## src/rtl/mem_access_sequencer_pkg.sv

```systemverilog
// Shared definitions for the MEM-stage access sequencer and the memory controller:
// state encoding, serial port addresses, bus access codes and status bit positions.
package mem_access_sequencer_pkg;

  typedef enum logic [2:0] {
    ST_IDLE    = 3'd0,
    ST_RAM_ACC = 3'd1,
    ST_POLL_TX = 3'd2,
    ST_TX_WR   = 3'd3,
    ST_POLL_RX = 3'd4,
    ST_RX_RD   = 3'd5,
    ST_DONE    = 3'd6
  } seq_state_e;

  localparam logic [15:0] UART_DATA_ADDR = 16'hBF00;
  localparam logic [15:0] UART_STAT_ADDR = 16'hBF01;

  localparam logic [1:0] ACC_ACTIVE = 2'b01;
  localparam logic [1:0] ACC_IDLE   = 2'b00;

  localparam int TX_READY_BIT = 0;
  localparam int RX_READY_BIT = 1;

  function automatic logic [1:0] acc_code(input logic active);
    return active ? ACC_ACTIVE : ACC_IDLE;
  endfunction

endpackage

```

## src/rtl/mem_access_sequencer_if.sv

```systemverilog
// Bundles the pipeline request/response handshake and the memory controller bus.
// The sequencer uses the slave view; the pipeline/memory environment uses the master view.
interface mem_access_sequencer_if;

  logic        reqValid;
  logic        reqRead;
  logic        reqWrite;
  logic [15:0] reqAddr;
  logic [15:0] reqData;

  logic        stall;
  logic        respValid;
  logic [15:0] respData;
  logic        respErr;

  logic [15:0] address;
  logic [15:0] dataIn;
  logic [1:0]  memRead;
  logic [1:0]  memWrite;
  logic [15:0] dataOut;

  modport slave (
    input  reqValid, reqRead, reqWrite, reqAddr, reqData, dataOut,
    output stall, respValid, respData, respErr, address, dataIn, memRead, memWrite
  );

  modport master (
    output reqValid, reqRead, reqWrite, reqAddr, reqData, dataOut,
    input  stall, respValid, respData, respErr, address, dataIn, memRead, memWrite
  );

endinterface

```

## src/rtl/mem_access_sequencer_poll_timer.sv

```systemverilog
// Counts failed serial status polls and flags the poll that would reach the limit,
// so the sequencer can abort instead of issuing one more poll.
module poll_timer #(
  parameter logic [15:0] LIMIT = 16'd4095
) (
  input  logic clk,
  input  logic rst_n,
  input  logic clear,
  input  logic inc,
  output logic last
);

  logic [15:0] count_q;
  logic [15:0] count_d;

  always_comb begin
    count_d = count_q;
    if (clear) begin
      count_d = '0;
    end else if (inc) begin
      count_d = count_q + 16'd1;
    end
  end

  always_ff @(posedge clk or negedge rst_n) begin
    if (!rst_n) begin
      count_q <= '0;
    end else begin
      count_q <= count_d;
    end
  end

  // Widened compare keeps a limit of 0 or 16'hFFFF from wrapping.
  assign last = ({1'b0, count_q} + 17'd1) >= {1'b0, LIMIT};

endmodule

```

## src/rtl/mem_access_sequencer.sv

```systemverilog
// MEM-stage access sequencer: turns one pipeline access into either a single RAM
// cycle or a polled serial-port transfer, stalling the pipeline until it completes.
module mem_access_sequencer
  import mem_access_sequencer_pkg::*;
#(
  parameter logic [15:0] POLL_LIMIT = 16'd4095,
  parameter logic [15:0] UART_DATA  = UART_DATA_ADDR,
  parameter logic [15:0] UART_STAT  = UART_STAT_ADDR
) (
  input  logic                   CLK,
  input  logic                   RST,
  mem_access_sequencer_if.slave  bus
);

  seq_state_e  state_q, state_d;
  logic [15:0] addr_q, addr_d;
  logic [15:0] data_q, data_d;
  logic        is_read_q, is_read_d;
  logic        err_q, err_d;
  logic [15:0] resp_data_q, resp_data_d;

  logic        poll_clear;
  logic        poll_inc;
  logic        poll_last;

  poll_timer #(
    .LIMIT (POLL_LIMIT)
  ) u_poll_timer (
    .clk   (CLK),
    .rst_n (RST),
    .clear (poll_clear),
    .inc   (poll_inc),
    .last  (poll_last)
  );

  always_comb begin
    state_d     = state_q;
    addr_d      = addr_q;
    data_d      = data_q;
    is_read_d   = is_read_q;
    err_d       = err_q;
    resp_data_d = resp_data_q;
    poll_clear  = 1'b0;
    poll_inc    = 1'b0;

    case (state_q)
      ST_IDLE: begin
        if (bus.reqValid) begin
          addr_d    = bus.reqAddr;
          data_d    = bus.reqData;
          is_read_d = bus.reqRead;
          err_d     = 1'b0;
          // Malformed requests win over address decode and never touch the bus.
          if (bus.reqRead == bus.reqWrite) begin
            err_d   = 1'b1;
            state_d = ST_DONE;
          end else if (bus.reqAddr == UART_DATA) begin
            poll_clear = 1'b1;
            state_d    = bus.reqWrite ? ST_POLL_TX : ST_POLL_RX;
          end else if (bus.reqWrite && (bus.reqAddr == UART_STAT)) begin
            state_d = ST_DONE;
          end else begin
            state_d = ST_RAM_ACC;
          end
        end
      end

      ST_RAM_ACC: begin
        if (is_read_q) begin
          resp_data_d = bus.dataOut;
        end
        state_d = ST_DONE;
      end

      ST_POLL_TX: begin
        if (bus.dataOut[TX_READY_BIT]) begin
          state_d = ST_TX_WR;
        end else if (poll_last) begin
          err_d   = 1'b1;
          state_d = ST_DONE;
        end else begin
          poll_inc = 1'b1;
        end
      end

      ST_TX_WR: begin
        state_d = ST_DONE;
      end

      ST_POLL_RX: begin
        if (bus.dataOut[RX_READY_BIT]) begin
          state_d = ST_RX_RD;
        end else if (poll_last) begin
          err_d   = 1'b1;
          state_d = ST_DONE;
        end else begin
          poll_inc = 1'b1;
        end
      end

      ST_RX_RD: begin
        resp_data_d = bus.dataOut;
        state_d     = ST_DONE;
      end

      ST_DONE: begin
        state_d = ST_IDLE;
      end

      default: begin
        state_d = ST_IDLE;
      end
    endcase
  end

  always_ff @(posedge CLK or negedge RST) begin
    if (!RST) begin
      state_q     <= ST_IDLE;
      addr_q      <= '0;
      data_q      <= '0;
      is_read_q   <= 1'b0;
      err_q       <= 1'b0;
      resp_data_q <= '0;
    end else begin
      state_q     <= state_d;
      addr_q      <= addr_d;
      data_q      <= data_d;
      is_read_q   <= is_read_d;
      err_q       <= err_d;
      resp_data_q <= resp_data_d;
    end
  end

  always_comb begin
    bus.address  = '0;
    bus.dataIn   = '0;
    bus.memRead  = ACC_IDLE;
    bus.memWrite = ACC_IDLE;

    case (state_q)
      ST_RAM_ACC: begin
        bus.address  = addr_q;
        bus.memRead  = acc_code(is_read_q);
        bus.memWrite = acc_code(!is_read_q);
        if (!is_read_q) begin
          bus.dataIn = data_q;
        end
      end
      ST_POLL_TX, ST_POLL_RX: begin
        bus.address = UART_STAT;
        bus.memRead = ACC_ACTIVE;
      end
      ST_TX_WR: begin
        bus.address  = UART_DATA;
        bus.dataIn   = data_q;
        bus.memWrite = ACC_ACTIVE;
      end
      ST_RX_RD: begin
        bus.address = UART_DATA;
        bus.memRead = ACC_ACTIVE;
      end
      default: begin
        bus.address = '0;
      end
    endcase
  end

  // Reset must drop stall at once even if upstream keeps reqValid asserted.
  assign bus.stall = RST && (((state_q == ST_IDLE) && bus.reqValid) ||
                             ((state_q != ST_IDLE) && (state_q != ST_DONE)));

  assign bus.respValid = (state_q == ST_DONE);
  assign bus.respErr   = (state_q == ST_DONE) && err_q;
  assign bus.respData  = resp_data_q;

endmodule
```

## src/flat_wrapper.sv

```systemverilog
// flat-port wrapper written by rule: the top's interface ports become plain ports
module mem_access_sequencer_flat import mem_access_sequencer_pkg::*;
#(
  parameter logic [15:0] POLL_LIMIT = 16'd4095,
  parameter logic [15:0] UART_DATA  = UART_DATA_ADDR,
  parameter logic [15:0] UART_STAT  = UART_STAT_ADDR
)
  (CLK, RST, bus_reqValid, bus_reqRead, bus_reqWrite, bus_reqAddr, bus_reqData, bus_dataOut, bus_stall, bus_respValid, bus_respData, bus_respErr, bus_address, bus_dataIn, bus_memRead, bus_memWrite);
  mem_access_sequencer_if bus_i ();
  input  logic CLK;
  input  logic RST;
  input wire logic [$bits(bus_i.reqValid)-1:0] bus_reqValid;
  input wire logic [$bits(bus_i.reqRead)-1:0] bus_reqRead;
  input wire logic [$bits(bus_i.reqWrite)-1:0] bus_reqWrite;
  input wire logic [$bits(bus_i.reqAddr)-1:0] bus_reqAddr;
  input wire logic [$bits(bus_i.reqData)-1:0] bus_reqData;
  input wire logic [$bits(bus_i.dataOut)-1:0] bus_dataOut;
  output wire logic [$bits(bus_i.stall)-1:0] bus_stall;
  output wire logic [$bits(bus_i.respValid)-1:0] bus_respValid;
  output wire logic [$bits(bus_i.respData)-1:0] bus_respData;
  output wire logic [$bits(bus_i.respErr)-1:0] bus_respErr;
  output wire logic [$bits(bus_i.address)-1:0] bus_address;
  output wire logic [$bits(bus_i.dataIn)-1:0] bus_dataIn;
  output wire logic [$bits(bus_i.memRead)-1:0] bus_memRead;
  output wire logic [$bits(bus_i.memWrite)-1:0] bus_memWrite;
  assign bus_i.reqValid = bus_reqValid;
  assign bus_i.reqRead = bus_reqRead;
  assign bus_i.reqWrite = bus_reqWrite;
  assign bus_i.reqAddr = bus_reqAddr;
  assign bus_i.reqData = bus_reqData;
  assign bus_i.dataOut = bus_dataOut;
  assign bus_stall = bus_i.stall;
  assign bus_respValid = bus_i.respValid;
  assign bus_respData = bus_i.respData;
  assign bus_respErr = bus_i.respErr;
  assign bus_address = bus_i.address;
  assign bus_dataIn = bus_i.dataIn;
  assign bus_memRead = bus_i.memRead;
  assign bus_memWrite = bus_i.memWrite;
  mem_access_sequencer #(.POLL_LIMIT(POLL_LIMIT), .UART_DATA(UART_DATA), .UART_STAT(UART_STAT)) u_core (.CLK(CLK), .RST(RST), .bus(bus_i));
endmodule
```

## config.mk

```make
export PLATFORM = sky130hd
export DESIGN_NAME = mem_access_sequencer_flat
export DESIGN_NICKNAME = d
export VERILOG_FILES = /design/src/rtl/mem_access_sequencer_pkg.sv /design/src/rtl/mem_access_sequencer_if.sv /design/src/rtl/mem_access_sequencer_poll_timer.sv /design/src/rtl/mem_access_sequencer.sv /design/src/flat_wrapper.sv
export SDC_FILE = /design/constraint.sdc
export NUM_CORES = 1
export LEC_CHECK = 0
export BUFFER_PORTS_ARGS = -buffer_cell sky130_fd_sc_hd__buf_2
export CAP_MARGIN = 20
export CORE_AREA = 10 10 106 108
export CTS_CLUSTER_SIZE = 8
export DETAILED_ROUTE_END_ITERATION = 7
export DIE_AREA = 0 0 116 118
export HOLD_SLACK_MARGIN = 0.15
export PLACE_DENSITY = 0.74
export SYNTH_ARGS = -nofsm -noshare
export SYNTH_HDL_FRONTEND = slang
export SYNTH_SLANG_ARGS = --single-unit
export TNS_END_PERCENT = 10
```

## constraint.sdc

```tcl
create_clock -name CLK -period 2.2 [get_ports CLK]
set_clock_uncertainty 0.05 [all_clocks]
set_input_delay 0.44 -clock CLK [delete_from_list [all_inputs] [get_ports CLK]]
set_output_delay 0.44 -clock CLK [all_outputs]
set_load 0.02 [all_outputs]
```

* Yosys cells after proc, flatten, opt, wreduce, memory -nomap -nowiden
Cells that the tools add are included.
Widths: inputs -> output; s select.
** Word-level totals
- Register bits after elaboration :: 69
- Input bits :: 53
- Output and inout port bits :: 55
- Word-level logic and storage cells :: 76
** Cells by class
- Add/sub/neg operators :: 2
- Order comparisons :: 1
- Equal/unequal tests :: 14
- Muxes and demuxes :: 34
- Reduce and logical (&&, ||, !) cells :: 18
** Operators by type and width (number)
- $mux 16 :: 4
- $pmux 16 s2 :: 2
- $pmux 16 s3 :: 1
- $eq 16x16->1 const B :: 2
- $mux 3 :: 8
- $add 16x1->17 const B :: 1
- $ge 17x12->1 const B :: 1
- $add 16x1->16 const B :: 1
- $mux 1 :: 14
- $pmux 3 s4 :: 1
- $eq 3x3->1 const B :: 3
- $pmux 2 s2 :: 2
- $eq 3x2->1 const B :: 2
- $ne 2x2->1 const B :: 3
- $reduce_bool 3->1 :: 2
- $reduce_or 3->1 :: 2
- $logic_and 1x1->1 :: 5
- $reduce_and 2->1 :: 2
- $reduce_and 4->1 :: 1
- $reduce_bool 2->1 :: 2
- $reduce_or 2->1 :: 2
- $eq 3x1->1 const B :: 1
- $logic_not 3->1 :: 1
- $ne 3x3->1 const B :: 1
- other kinds (5) :: 5

* Longest topological paths before layout
Gate-level depths: netlist (run 1).
- Depth after elaboration :: 7
- Gate-level depth with buffers :: 9
- Mapped depth without buffers :: 7

* Hierarchy
Synthesis (run 1) repeated with hierarchy kept, for this count alone.
** Second synthesis, totals
- Cells, all modules :: 310
- Area, all modules :: 3539.6 µm²
** Modules (own cells, without submodules)
- mem_access_sequencer :: instances 1, cells an instance 208, area each 2533.7 µm², seq. area each 1326.3 µm²
- poll_timer :: instances 1, cells an instance 102, area each 1006.0 µm², seq. area each 400.4 µm²

* Least setup slack after synthesis (run 1)
OpenSTA, ideal clock, no wires.
- Kind :: reg2out
- Start :: reg u_core.state_q[1]
- End :: out bus_dataIn[10]
- Arrival :: 1.842 ns
- Required time :: 1.710 ns
- Slack :: -0.132 ns
- Stages on the path, launching flop included :: 6
- Buffers on the path :: 2
- Cells stage by stage :: dfrtp_1 > clkbuf_1 > inv_1 > a211oi_1 > clkbuf_1 > and2_1
** Between the ends
- Longest elaborated chain between the ends :: 2
- Elaborated cells between the ends (all ways) :: 3
- Classes of those cells :: eq/ne (2); mux (1)
** Ends and longest elaborated chain
- start, declared :: line mem_access_sequencer.sv:15 : seq_state_e state_q, state_d;
- start signal, assigned :: line mem_access_sequencer.sv:125 : state_q <= state_d;
- $eq 3x2->1 / $eq 3x1->1 (equally long branches) :: line mem_access_sequencer.sv:140 : case (state_q)
- $pmux 16 s2 (*) :: line mem_access_sequencer.sv:140
- end, declared :: line flat_wrapper.sv:23 : output wire logic [$bits(bus_i.dataIn)-1:0] bus_dataIn;
Mark *: on every way between the ends. The rest lies on a longest branch, timed or not.

* Worst setup path in the final report (run 1)
- Start :: reg u_core.u_poll_timer.count_q[0]
- End :: reg u_core.u_poll_timer.count_q[3]
** Between the ends
- Longest elaborated chain between the ends :: 6
- Elaborated cells between the ends (all ways) :: 10
- Classes of those cells :: add/sub (2); order compare (1); mux (6); reduce/logical (1)
** Ends and longest elaborated chain
- start, declared :: line mem_access_sequencer_poll_timer.sv:13 : logic [15:0] count_q;
- start signal, assigned :: line mem_access_sequencer_poll_timer.sv:29 : count_q <= count_d;
- $add 16x1->17 :: line mem_access_sequencer_poll_timer.sv:34 : assign last = ({1'b0, count_q} + 17'd1) >= {1'b0, LIMIT};
- $ge 17x12->1 :: line mem_access_sequencer_poll_timer.sv:34
- $mux 1 :: line mem_access_sequencer.sv:78, mem_access_sequencer.sv:93
- $mux 1 (on tied branches) :: line mem_access_sequencer.sv:91, mem_access_sequencer.sv:76
- $pmux 1 s2 :: line mem_access_sequencer.sv:46 : case (state_q)
- $reduce_bool 2->1 (no source line)
Several ways; a longest one is shown, not always the timed one. The select of a mux whose other input is x is not followed.
A chain may end at the register's enable or synchronous reset.

==> summary.txt, run 1 <==
Logic synthesis
  • Synth Register Bits: 69
  • Post-Syn Instances: 338
  • Async S/R FF share, synth: 100%
  • Unique masters post-synth: 47
  • Primary FF master, synth: dfrtp_1
  • Register area share after synthesis: 48.6%
  • Synth Area in Adders: less than 1%
  • Yosys warning count: 0
  • Number of flops mapped to enable cells by yosys: 0
  • Mapped Area: 0.00356 mm^2
  • Synth Area in Compound Gates: between 10% and 20%
  • Syn avg cell area: 10.5 um^2
  • Post-synthesis mux area share: between 10% and 20%
  • Xor/xnor cell area share of the yosys netlist: less than 1%
  • Largest family of logic cells by synthesized area: simple AND/OR/NAND/NOR gates
  • Post-Synth Simple-Gate Area: between 10% and 20%

Drt
  • WL/cell: 16.0 um
  • Detail Route Antenna Nets: 0
  • DR pass1 iterations: 4
  • Total vias in the final route: 3000
  • Residual DRC: 0
  • Via-per-instance ratio: 5.24
  • DR iter-0 viols: 192
  • Post-Route WL: roughly 9000 um

STA
  • Worst Slack Setup Final: -75.7 ps
  • Slew HR: roughly 42%
  • Max frequency: between 0.4 and 0.5 GHz
  • Final setup vio count: 17
  • Worst-margin pin slew: 869 ps
  • Slew Viols, Final: 0
  • Setup TNS Final: -856 ps
  • Final Critical Period: 2280 ps
  • RSZ-0062 raised after global routing: yes
  • Crit share post-route: 103%
  • Final Hold Viols: 0

GRT
  • Grt total ovfl: 0
  • GRT Resource Usage Total: between 10 and 15%
  • First-pass GRT wire length: 15100 um
  • Initial antenna violation count: 0
  • Largest net degree at the start of global routing: 70
  • Vias in the first global route: 3060

Min path
  • Worst min path class: in -> async

Worst setup path
  • Signal arrival time at the worst endpoint: about 2500 ps
  • Max incr delay on CP: 490 ps
  • Crit Path Max Fanout: 7
  • Startpoint types: flip-flop
  • Worst endpoint required time: about 2400 ps
  • Dominant delay contributor by cell family on the critical path: compound AO/OA/AOI/OAI gates
  • CP endpoint kind: flip-flop
  • Buf/Inv on CP: 1
  • Crit path kind: reg -> reg
  • Crit-path cells: ha_4 -> and2b_1 -> o21ai_2 -> a221o_1 -> a2111o_1 -> buf_6 -> o211ai_1 -> o21ai_1
  • Slowest cell on the critical path: a2111o_1

Place
  • Global placement routability congestion: 0.896
  • Number of port buffers: 105
  • Hpwl dp: 6900 um
  • Area of placed instances: 0.00431 mm^2

Clock network
  • Bufs on Longest Clock Path: 2
  • Clk sinks: 69
  • H-tree depth: 3
  • Clock transition at path regs: 70 ps
  • CTS Root Buffer Type: clkbuf_8
  • CTS tree: yes
  • Post CTS Setup Buffer Count: 0
  • Num CTS Buffers: 9
  • Worst-Skew Late Latency: 350 ps

Pwr
  • Leak pwr: 2.23 nW
  • Switching portion of total power: a little under 40%
  • Internal: ~3.4 mW
  • Clock network fraction of design power: between 10% and 20%
  • Combinational group share of total power: 44.6%
  • Pwr dens: between 1000 and 1500 mW/mm^2
  • Max IR drop VDD: ~0.76 mV
  • Flop pwr share: 37.1%
  • NetSw: 2.15 mW

Run status
  • Status: finished, violations left
  • Failing checks: setup timing

Die
  • Area of the die: 0.0137 mm^2
  • Die X: 116 um
  • Die height: 118 um
  • FP Rows: 35
  • Initial cell density of the core: 39.0%
  • Core area: just over 0.009 mm^2
  • I/O pin count: 108

Final layout
  • Nets: 512
  • Area Growth Syn to Fin: 28.9%
  • Share of layout cells above drive strength 1: 45.2%
  • Most common cell after layout, fill and taps aside: buf_2
  • Final Cell Area: 0.00458 mm^2
  • Number of diodes: 0
  • Commonest cells after routing, fill and taps aside: buf_2 (103), dfrtp_1 (67), mux2_2 (49)

Flow run
  • Max cap viols: 0
==> path summary, 6_finish.rpt <==
| kind | startpoint | endpoint | slack [ps] | depth (start not counted) |
|---|---|---|---|---|
| min reg2reg | u_core.data_q[13] | u_core.data_q[13] | 450 | 1 |
| max reg2reg | u_core.u_poll_timer.count_q[0] | u_core.u_poll_timer.count_q[3] | -80 | 8 |
| min in group CLK | bus_reqData[7] | u_core.data_q[7] | 270 | 2 |
| max | u_core.u_poll_timer.count_q[0] | u_core.u_poll_timer.count_q[3] | -80 | 8 |
| min | RST | u_core.u_poll_timer.count_q[7] | 260 | 2 |
| max in group asynchronous | RST | u_core.state_q[0] | 1180 | 2 |
==> routing by layer <==
layer / part of all wire (%) / wire length [um] / GRT usage [%] / up-vias
li1: - / - / - / 1447
met1: 42 / 3830 / 15.8 / 1452
met2: 49 / 4460 / 21.2 / 85
met3: 7.4 / 680 / 5.71 / 16
met4: 2.2 / 202 / 5.16 / 0
met5: 0 / 0 / 0 / -
==> power by group through the flow <==
stage,sequential (mW),clock (mW),combinational [mW]
floorplan,2.17,0,1.50
global placement,2.04,0,2.42
detailed placement,2.08,0,2.46
CTS,2.06,1.04,2.47
global route,2.14,1.10,2.70
finish,2.06,1.01,2.48
==> per-stage QoR <==
stage          hold slack, ps  setup WS [ps]  util [%]  std cells  power [mW]
2_1_floorplan            94.4          -21.6         -        339        3.67
4_1_cts                   250          -15.5      49.5        573        5.57
3_3_place_gp              420           36.1      47.3        557        4.46
3_5_place_dp              433          -48.6      47.3        557        4.54
6_report                  262          -75.7      50.3        573        5.55
5_1_grt                   246           -210      50.3        573        5.94
==> sequential cells by signal (all words and copies together) (netlist names) <==
name                         flops
u_core.err_q                     1
u_core.bus.respData             16
u_core.u_poll_timer.count_q     16
u_core.addr_q                   16
u_core.state_q                   3
u_core.is_read_q                 1
u_core.data_q                   16
==> layout make-up <==
type	count	area, um^2
fillers	834	4530
clock buffers	10	128
multi-input cells	234	1730
well taps	111	139
repair buffers	128	734
flip-flops and latches	69	1730
inverters	15	56.3
clock inverters	6	63.8
==> kinds of logic after synthesis <==
family | Yosys count
mux | 52
simple gates | 120
other cells | 1
compound gates | 55
fa+ha+maj | 2
xor+xnor | 3
flops | 69
buf+inv | 36
==> Yosys cell counts (all sizes together), types with 3 or more instances <==
cell | number | share of area, %
dfrtp | 69 | 49
a21oi | 14 | 2.0
nand2 | 15 | 1.6
o21ai | 12 | 1.7
buf | 10 | 1.7
nand3 | 9 | 1.3
nand2b | 3 | 0.53
nand4 | 6 | 1.4
and2 | 22 | 3.9
mux2i | 3 | 0.84
nor2b | 4 | 0.70
o211ai | 13 | 2.7
clkbuf | 11 | 1.2
and3 | 13 | 2.3
nor4 | 5 | 0.88
inv | 15 | 1.6
nor3 | 11 | 1.7
nor2 | 22 | 2.3
mux2 | 49 | 16
==> repair_timing <==
action,in CTS,in global routing
resized for setup,4,17
endpoints found under the setup margin,28,42
cloned,0,0
pin swaps,1,9
hold buffers,0,0
hold endpoints to repair,0,0
Note: power is estimated with default switching activity, not from simulation.
==> run 2: changes to the inputs <==
==> constraint.sdc (replaced) <==
create_clock -name CLK -period 2.2 [get_ports CLK]
set_clock_uncertainty 0.05 [all_clocks]
set_input_delay 0.11 -clock CLK [delete_from_list [all_inputs] [get_ports CLK]]
set_output_delay 0.11 -clock CLK [all_outputs]
set_load 0.02 [all_outputs]
==> run 2 against run 1 <==
Compared with the run above: the flow still finishes with violations (setup timing); global-route usage is 1.6 points higher; critical path type unchanged; non-clock buffer count is 51 higher; clock power is 45% higher; sequential cell count stayed put; count of clock-buffer cells in the layout grew 1; routed wire length increased by 12%; highest routed layer unchanged; worst hold slack worse by 87 ps; register-to-register slack got worse by 20 ps.
==> summary.txt, run 2 (synthesized netlist as in run 1, its figures left out) <==
Run status
  • Status: finished, violations left
  • Failing checks: setup timing

Clock network
  • H-tree depth: 3 (unchanged)
  • Bufs on Longest Clock Path: 2 (unchanged)
  • Num CTS Buffers: 9 (unchanged)
  • CTS tree: yes
  • Worst-Skew Late Latency: 350 ps (about the same)
  • Clock transition at path regs: 80 ps (about the same)
  • CTS Root Buffer Type: clkbuf_8
  • Clk sinks: 69 (unchanged)
  • Post CTS Setup Buffer Count: 0 (unchanged)

Pwr
  • Combinational group share of total power: 41.4% (-3.2 points)
  • Flop pwr share: 34.5% (-2.6 points)
  • Internal: 3.83 mW (+13%)
  • Pwr Total: 6.04 mW (+8.7%)
  • Switching portion of total power: 36.6% (-2.1 points)
  • Max IR drop VDD: 0.659 mV (-14%)
  • Leak pwr: 2.48 nW (+11%)
  • Clock network fraction of design power: 24.1% (+5.9 points)
  • Pwr dens: 1180 mW/mm^2 (-2.4%)
  • NetSw: 2.21 mW (+2.7%)

Drt
  • Total vias in the final route: 3218 (+7.3%)
  • WL/cell: 16.5 um (+2.9%)
  • Met2 WL post-DR: 5140 um (+15%)
  • Top Metal Used: met4
  • Post-Route WL: 10300 um (+12%)
  • Residual DRC: 0 (unchanged)
  • WL met3: 661 um (-2.8%)
  • Routed metal-1 wirelength: 4320 um (+13%)
  • DR pass1 iterations: 4 (unchanged)
  • DR iter-0 viols: 168 (-13%)
  • Via-per-instance ratio: 5.15 (-1.7%)
  • Detail Route Antenna Nets: 0 (unchanged)

GRT
  • Initial antenna violation count: 1 (+1)
  • GRT Resource Usage Total: 15.1% (+1.6 points)
  • Vias in the first global route: 3433 (+12%)
  • Largest net degree at the start of global routing: 70 (unchanged)
  • First-pass GRT wire length: 17000 um (+13%)
  • Grt total ovfl: 0 (unchanged)

Final layout
  • Commonest cells after routing, fill and taps aside: buf_2 (105), dfrtp_1 (69), dlygate4sd3_1 (50)
  • Multi-input combinational cell area: 0.00169 mm^2 (-2.5%)
  • Area Growth Syn to Fin: 43.5%
  • Most common cell after layout, fill and taps aside: buf_2
  • Final Cell Area: 0.00510 mm^2 (+11%)
  • Fillers: 795 (-4.7%)
  • Share of layout cells above drive strength 1: 39.2% (-6.1 points)
  • Storage cell area: 0.00173 mm^2 (-0.14%)
  • Nets: 563 (+10%)

Die
  • I/O pin count: 108 (unchanged)
  • FP Rows: 35 (unchanged)
  • Initial cell density of the core: 39.0% (unchanged)
  • Area of the die: 0.0137 mm^2 (unchanged)
  • Die height: 118 um (unchanged)
  • Core area: 0.00911 mm^2 (unchanged)
  • Die X: 116 um (unchanged)

STA
  • Max frequency: 0.435 GHz (-1.1%)
  • Worst-margin pin slew: 878 ps (+8.25 ps)
  • Slew HR: 41.5% (-0.55 points)
  • Fin Hold WS: 175 ps (-87.1 ps)
  • Final Hold Viols: 0 (unchanged)
  • RSZ-0062 raised after global routing: yes
  • Slew Viols, Final: 0 (unchanged)
  • Final Critical Period: 2300 ps (+24.5 ps)
  • Crit share post-route: 105% (+1.1 points)
  • Worst Slack Setup Final: -100 ps (-24.5 ps)
  • Final setup vio count: 13 (-4)

Place
  • Number of port buffers: 105 (unchanged)
  • Global placement routability congestion: 0.856 (-4.5%)
  • Area of placed instances: 0.00431 mm^2 (-0.12%)
  • Hpwl dp: 7120 um (+3.1%)

Worst setup path
  • Slowest cell on the critical path: a2111o_1
  • Crit path kind: reg -> reg
  • Max incr delay on CP: 520 ps (+30 ps)
  • Crit-path cells: ha_2 -> and2b_1 -> o21ai_1 -> a221o_1 -> a2111o_1 -> buf_6 -> o211ai_1 -> o21ai_1
  • R2R depth: 8 (unchanged)
  • Dominant delay contributor by cell family on the critical path: compound AO/OA/AOI/OAI gates
  • Signal arrival time at the worst endpoint: 2480 ps (+30 ps)
  • Critical path depth: 8 (unchanged)
  • Reg2Reg Setup Slack: -100 ps (-20 ps)
  • Worst endpoint required time: 2380 ps (about the same)
  • CP endpoint kind: flip-flop
  • Buf/Inv on CP: 1 (unchanged)
  • CP most frequent cell: o21ai_1
  • Startpoint types: flip-flop
  • Crit Path Max Fanout: 10 (+3)

Min path
  • Hold depth: 3
  • Worst min path class: in -> reg

Flow run
  • Max cap viols: 0 (unchanged)
## run 2: per-layer routing
metal | track usage (%) | vias to the layer above
met3 | 5.30 | 13
met1 | 17.7 | 1565
met2 | 24.8 | 92
li1 | - | 1548
met5 | 0 | -
met4 | 4.93 | 0
## run 2: final cells by class
type | instances | share of cell area [%]
well taps | 111 | 2.72
repair buffers | 179 | 23.7
multi-input cells | 234 | 33.1
flip-flops and latches | 69 | 33.8
clock buffers | 11 | 2.97
clock inverters | 5 | 2.53
inverters | 15 | 1.10
diodes | 1 | 0.0490
## run 2: worst reg2reg max path, delay by kind of cell (launching register included)
| kind | cells | cell delay [ps] |
|---|---|---|
| buffers and inverters | 1 | 190 |
| adders and majority gates | 1 | 220 |
| AOI/OAI and AO/OA | 5 | 1130 |
| DFF | 1 | 390 |
| and+or+nand+nor | 1 | 220 |
## run 2: path summary, 6_finish.rpt
| path | start | end |
|---|---|---|
| hold reg to reg | u_core.u_poll_timer.count_q[15] | u_core.u_poll_timer.count_q[15] |
| max in group asynchronous | RST | u_core.addr_q[6] |
| min in group asynchronous | RST | u_core.u_poll_timer.count_q[6] |
| hold / removal | bus_reqValid | u_core.state_q[0] |
| setup reg to reg | u_core.u_poll_timer.count_q[0] | u_core.u_poll_timer.count_q[11] |
| setup / recovery | u_core.u_poll_timer.count_q[0] | u_core.u_poll_timer.count_q[11] |
## run 2: repair_timing
item | CTS | global route
resized for setup | 4 | 0
hold buffers | 50 | 0
pin swaps | 1 | 2
endpoints found under the setup margin | 12 | 34
endpoints found under the hold margin | 118 | 0
## run 2: through the flow
stage	worst slack, ps	utilization, %	std cells	setup TNS, ps
floorplan	13.9	-	339	0
global placement	36.1	47.3	558	0
detailed placement	-53.2	47.3	558	-451
CTS	-33.3	56.0	624	-178
global route	-195	56.0	625	-3550
finish	-100	56.0	625	-885
## run 2: power by group through the flow
| stage | Sequential [mW] | Clock (mW) | Combinational (mW) |
|---|---|---|---|
| 3_3_place_gp | 2.05 | 0 | 2.40 |
| 2_1_floorplan | 2.17 | 0 | 1.50 |
| 4_1_cts | 2.08 | 1.48 | 2.53 |
| 5_1_grt | 2.15 | 1.52 | 2.72 |
| 3_5_place_dp | 2.09 | 0 | 2.45 |
| 6_report | 2.08 | 1.46 | 2.50 |
==> run 3: changes to the inputs <==
Settings changed: CORE_AREA 10 10 106 108 to 10 10 98 100, DIE_AREA 0 0 116 118 to 0 0 108 110, PLACE_DENSITY 0.74 to 0.84, RECOVER_POWER set to 100.
==> run 3 against run 2 <==
Compared with the run above: the run ends with capacitance limit, slew limit, setup timing left; non-clock buffer count did not move; register-to-register slack lost 110 ps; sequential cell count did not move; largest cell class unchanged; highest routed layer unchanged.
==> summary.txt, run 3 (synthesized netlist as in run 1, its figures left out) <==
GRT
  • Grt total ovfl: 0 (unchanged)
  • Initial antenna violation count: 0 (-1)
  • First-pass GRT wire length: 19300 um (+13%)
  • Vias in the first global route: 3729 (+8.6%)
  • Largest net degree at the start of global routing: 70 (unchanged)
  • GRT Resource Usage Total: 20.4% (+5.3 points)

Drt
  • Post-Route WL: 13700 um (+33%)
  • DR pass1 iterations: 7 (+3)
  • Detail Route Antenna Nets: 0 (unchanged)
  • Via-per-instance ratio: 6.03 (+17%)
  • Total vias in the final route: 3706 (+15%)
  • Residual DRC: 0 (unchanged)
  • WL/cell: 22.2 um (+35%)
  • DR iter-0 viols: 611 (+260%)

Worst setup path
  • Crit-path cells: buf_4 -> nand4_2 -> buf_4 -> nor3_4 -> xnor2_1 -> a2111o_2 -> buf_6 -> o211ai_1 -> o21ai_1
  • Reg2Reg Launch Point: u_core.u_poll_timer.count_q[1]
  • Reg2Reg Setup Slack: -210 ps (-110 ps)
  • Critical path endpoint: u_core.u_poll_timer.count_q[9]
  • Signal arrival time at the worst endpoint: 2600 ps (+120 ps)
  • Slowest cell on the critical path: a2111o_2
  • Worst endpoint required time: 2390 ps (about the same)
  • Max incr delay on CP: 580 ps (+60 ps)
  • Crit Path Max Fanout: 8 (-2)
  • CP endpoint kind: flip-flop
  • R2R depth: 9 (+1)
  • Critical R2R Capture: u_core.u_poll_timer.count_q[9]
  • Crit path kind: reg -> reg
  • Startpoint types: flip-flop
  • CP most frequent cell: buf_4
  • Critical Path Source: u_core.u_poll_timer.count_q[1]

Clock network
  • Bufs on Longest Clock Path: 2 (unchanged)
  • H-tree depth: 3 (unchanged)
  • Num CTS Buffers: 9 (unchanged)
  • CTS Root Buffer Type: clkbuf_8
  • CTS tree: yes
  • Clock transition at path regs: 90 ps (about the same)
  • Worst-Skew Late Latency: 370 ps (+20 ps)
  • Clk sinks: 69 (unchanged)

STA
  • Setup TNS Final: -3560 ps (-2670 ps)
  • Worst Slack Setup Final: -206 ps (-106 ps)
  • RSZ-0062 raised after global routing: yes
  • Crit share post-route: 109% (+4.8 points)
  • Max frequency: 0.416 GHz (-4.4%)
  • Slew HR: -12.8% (-54 points)
  • Final setup vio count: 34 (+21)
  • Slew Viols, Final: 70 (+70)
  • Final Critical Period: 2410 ps (+106 ps)
  • Fin Hold WS: 223 ps (+48.7 ps)
  • Final Hold Viols: 0 (unchanged)
  • Worst-margin pin slew: 1690 ps (+815 ps)

Die
  • Initial cell density of the core: 46.5% (+7.5 points)
  • Area of the die: 0.0119 mm^2 (-13%)
  • FP Rows: 32 (-8.6%)
  • Die height: 110 um (-6.8%)
  • Die X: 108 um (-6.9%)
  • I/O pin count: 108 (unchanged)
  • Core area: 0.00765 mm^2 (-16%)

Pwr
  • Combinational group share of total power: 44.3% (+2.9 points)
  • Max IR drop VDD: 0.854 mV (+29%)
  • Clock network fraction of design power: 18.8% (-5.3 points)
  • Pwr Total: 5.87 mW (-2.8%)
  • Pwr dens: 1170 mW/mm^2 (-0.69%)
  • Internal: 3.33 mW (-13%)
  • Switching portion of total power: 43.3% (+6.7 points)
  • Flop pwr share: 36.9% (+2.4 points)
  • Leak pwr: 2.34 nW (-5.9%)
  • NetSw: 2.54 mW (+15%)

Place
  • Area of placed instances: 0.00428 mm^2 (-0.61%)
  • Number of port buffers: 105 (unchanged)
  • Global placement routability congestion: 0.854 (-0.22%)
  • Hpwl dp: 7130 um (+0.17%)
  • Placed insts: 547 (-2.0%)

Min path
  • Worst min path class: in -> reg

Final layout
  • Nets: 563 (unchanged)
  • Most common cell after layout, fill and taps aside: buf_2
  • Fillers: 482 (-39%)
  • Multi-input combinational cell area: 0.00172 mm^2 (+1.9%)
  • Area Growth Syn to Fin: 40.5%
  • Post-Layout Cell Count: 615 (-1.6%)
  • Number of diodes: 0 (-1)
  • Commonest cells after routing, fill and taps aside: buf_2 (73), dfrtp_1 (68), dlygate4sd3_1 (50)
  • Share of layout cells above drive strength 1: 33.3% (-5.8 points)
  • Storage cell area: 0.00173 mm^2 (about the same)
  • Final Cell Area: 0.00500 mm^2 (-2.1%)

Flow run
  • Max cap viols: 1 (+1)

Run status
  • Failing checks: capacitance limit, slew limit, setup timing
  • Status: finished, violations left
## run 3: area by class of cell
class | count | area share (%)
sequential | 69 | 34.6
multi-input combinational | 234 | 34.4
timing repair buffer | 179 | 23.2
tap | 102 | 2.55
clock buffer | 9 | 2.48
clock inverter | 7 | 1.63
inverter | 15 | 1.13
## run 3: power groups by stage
stage / combinational [mW] / sequential, mW / clock (mW)
finish: 2.60 / 2.17 / 1.10
global route: 2.75 / 2.20 / 1.13
CTS: 2.52 / 2.07 / 1.08
detailed placement: 2.44 / 2.09 / 0
global placement: 2.37 / 2.05 / 0
floorplan: 1.50 / 2.17 / 0
## run 3: timing repair
action / in CTS / in global routing
setup endpoints to repair: 16 / 34
cloned: 0 / 0
setup buffers: 1 / 1
hold buffers: 50 / 0
pin swaps: 3 / 3
gates resized for setup: 3 / 10
hold endpoints to repair: 118 / 0
## run 3: routing by layer
metal / share of wire (%) / GRT usage [%]
met1: 34 / 22.6
met2: 48 / 33.1
met3: 11 / 7.54
met4: 7.2 / 12.6
met5: 0 / 0
## run 3: through the flow
step / setup slack [ps] / util [%]
after CTS: -60.6 / 65.4
after global routing: -269 / 65.3
after floorplan: 13.9 / -
after detailed placement: -116 / 56.0
after global placement: -20.5 / 56.0
final: -206 / 65.3
## run 3: worst min path at each step
stage | startpoint | end | slack [ps] | cells past startpoint
4_1_cts | bus_reqValid | u_core.state_q[0] | 190 | 3
3_3_place_gp | bus_dataOut[9] | u_core.bus.respData[9] | 290 | 2
6_report | bus_reqValid | u_core.state_q[0] | 220 | 3
3_5_place_dp | bus_reqData[10] | u_core.data_q[10] | 290 | 2
5_1_grt | bus_reqValid | u_core.state_q[0] | 240 | 3
2_1_floorplan | RST | u_core.addr_q[0] | -240 | 0
## run 3: worst max-delay path, delay by kind of cell (launching register included)
family                 cells  cell delay, ps
AO/OA/AOI/OAI              3             770
XOR/XNOR                   1             120
buffers and inverters      3             580
flip-flops                 1             440
AND/OR/NAND/NOR            2             310
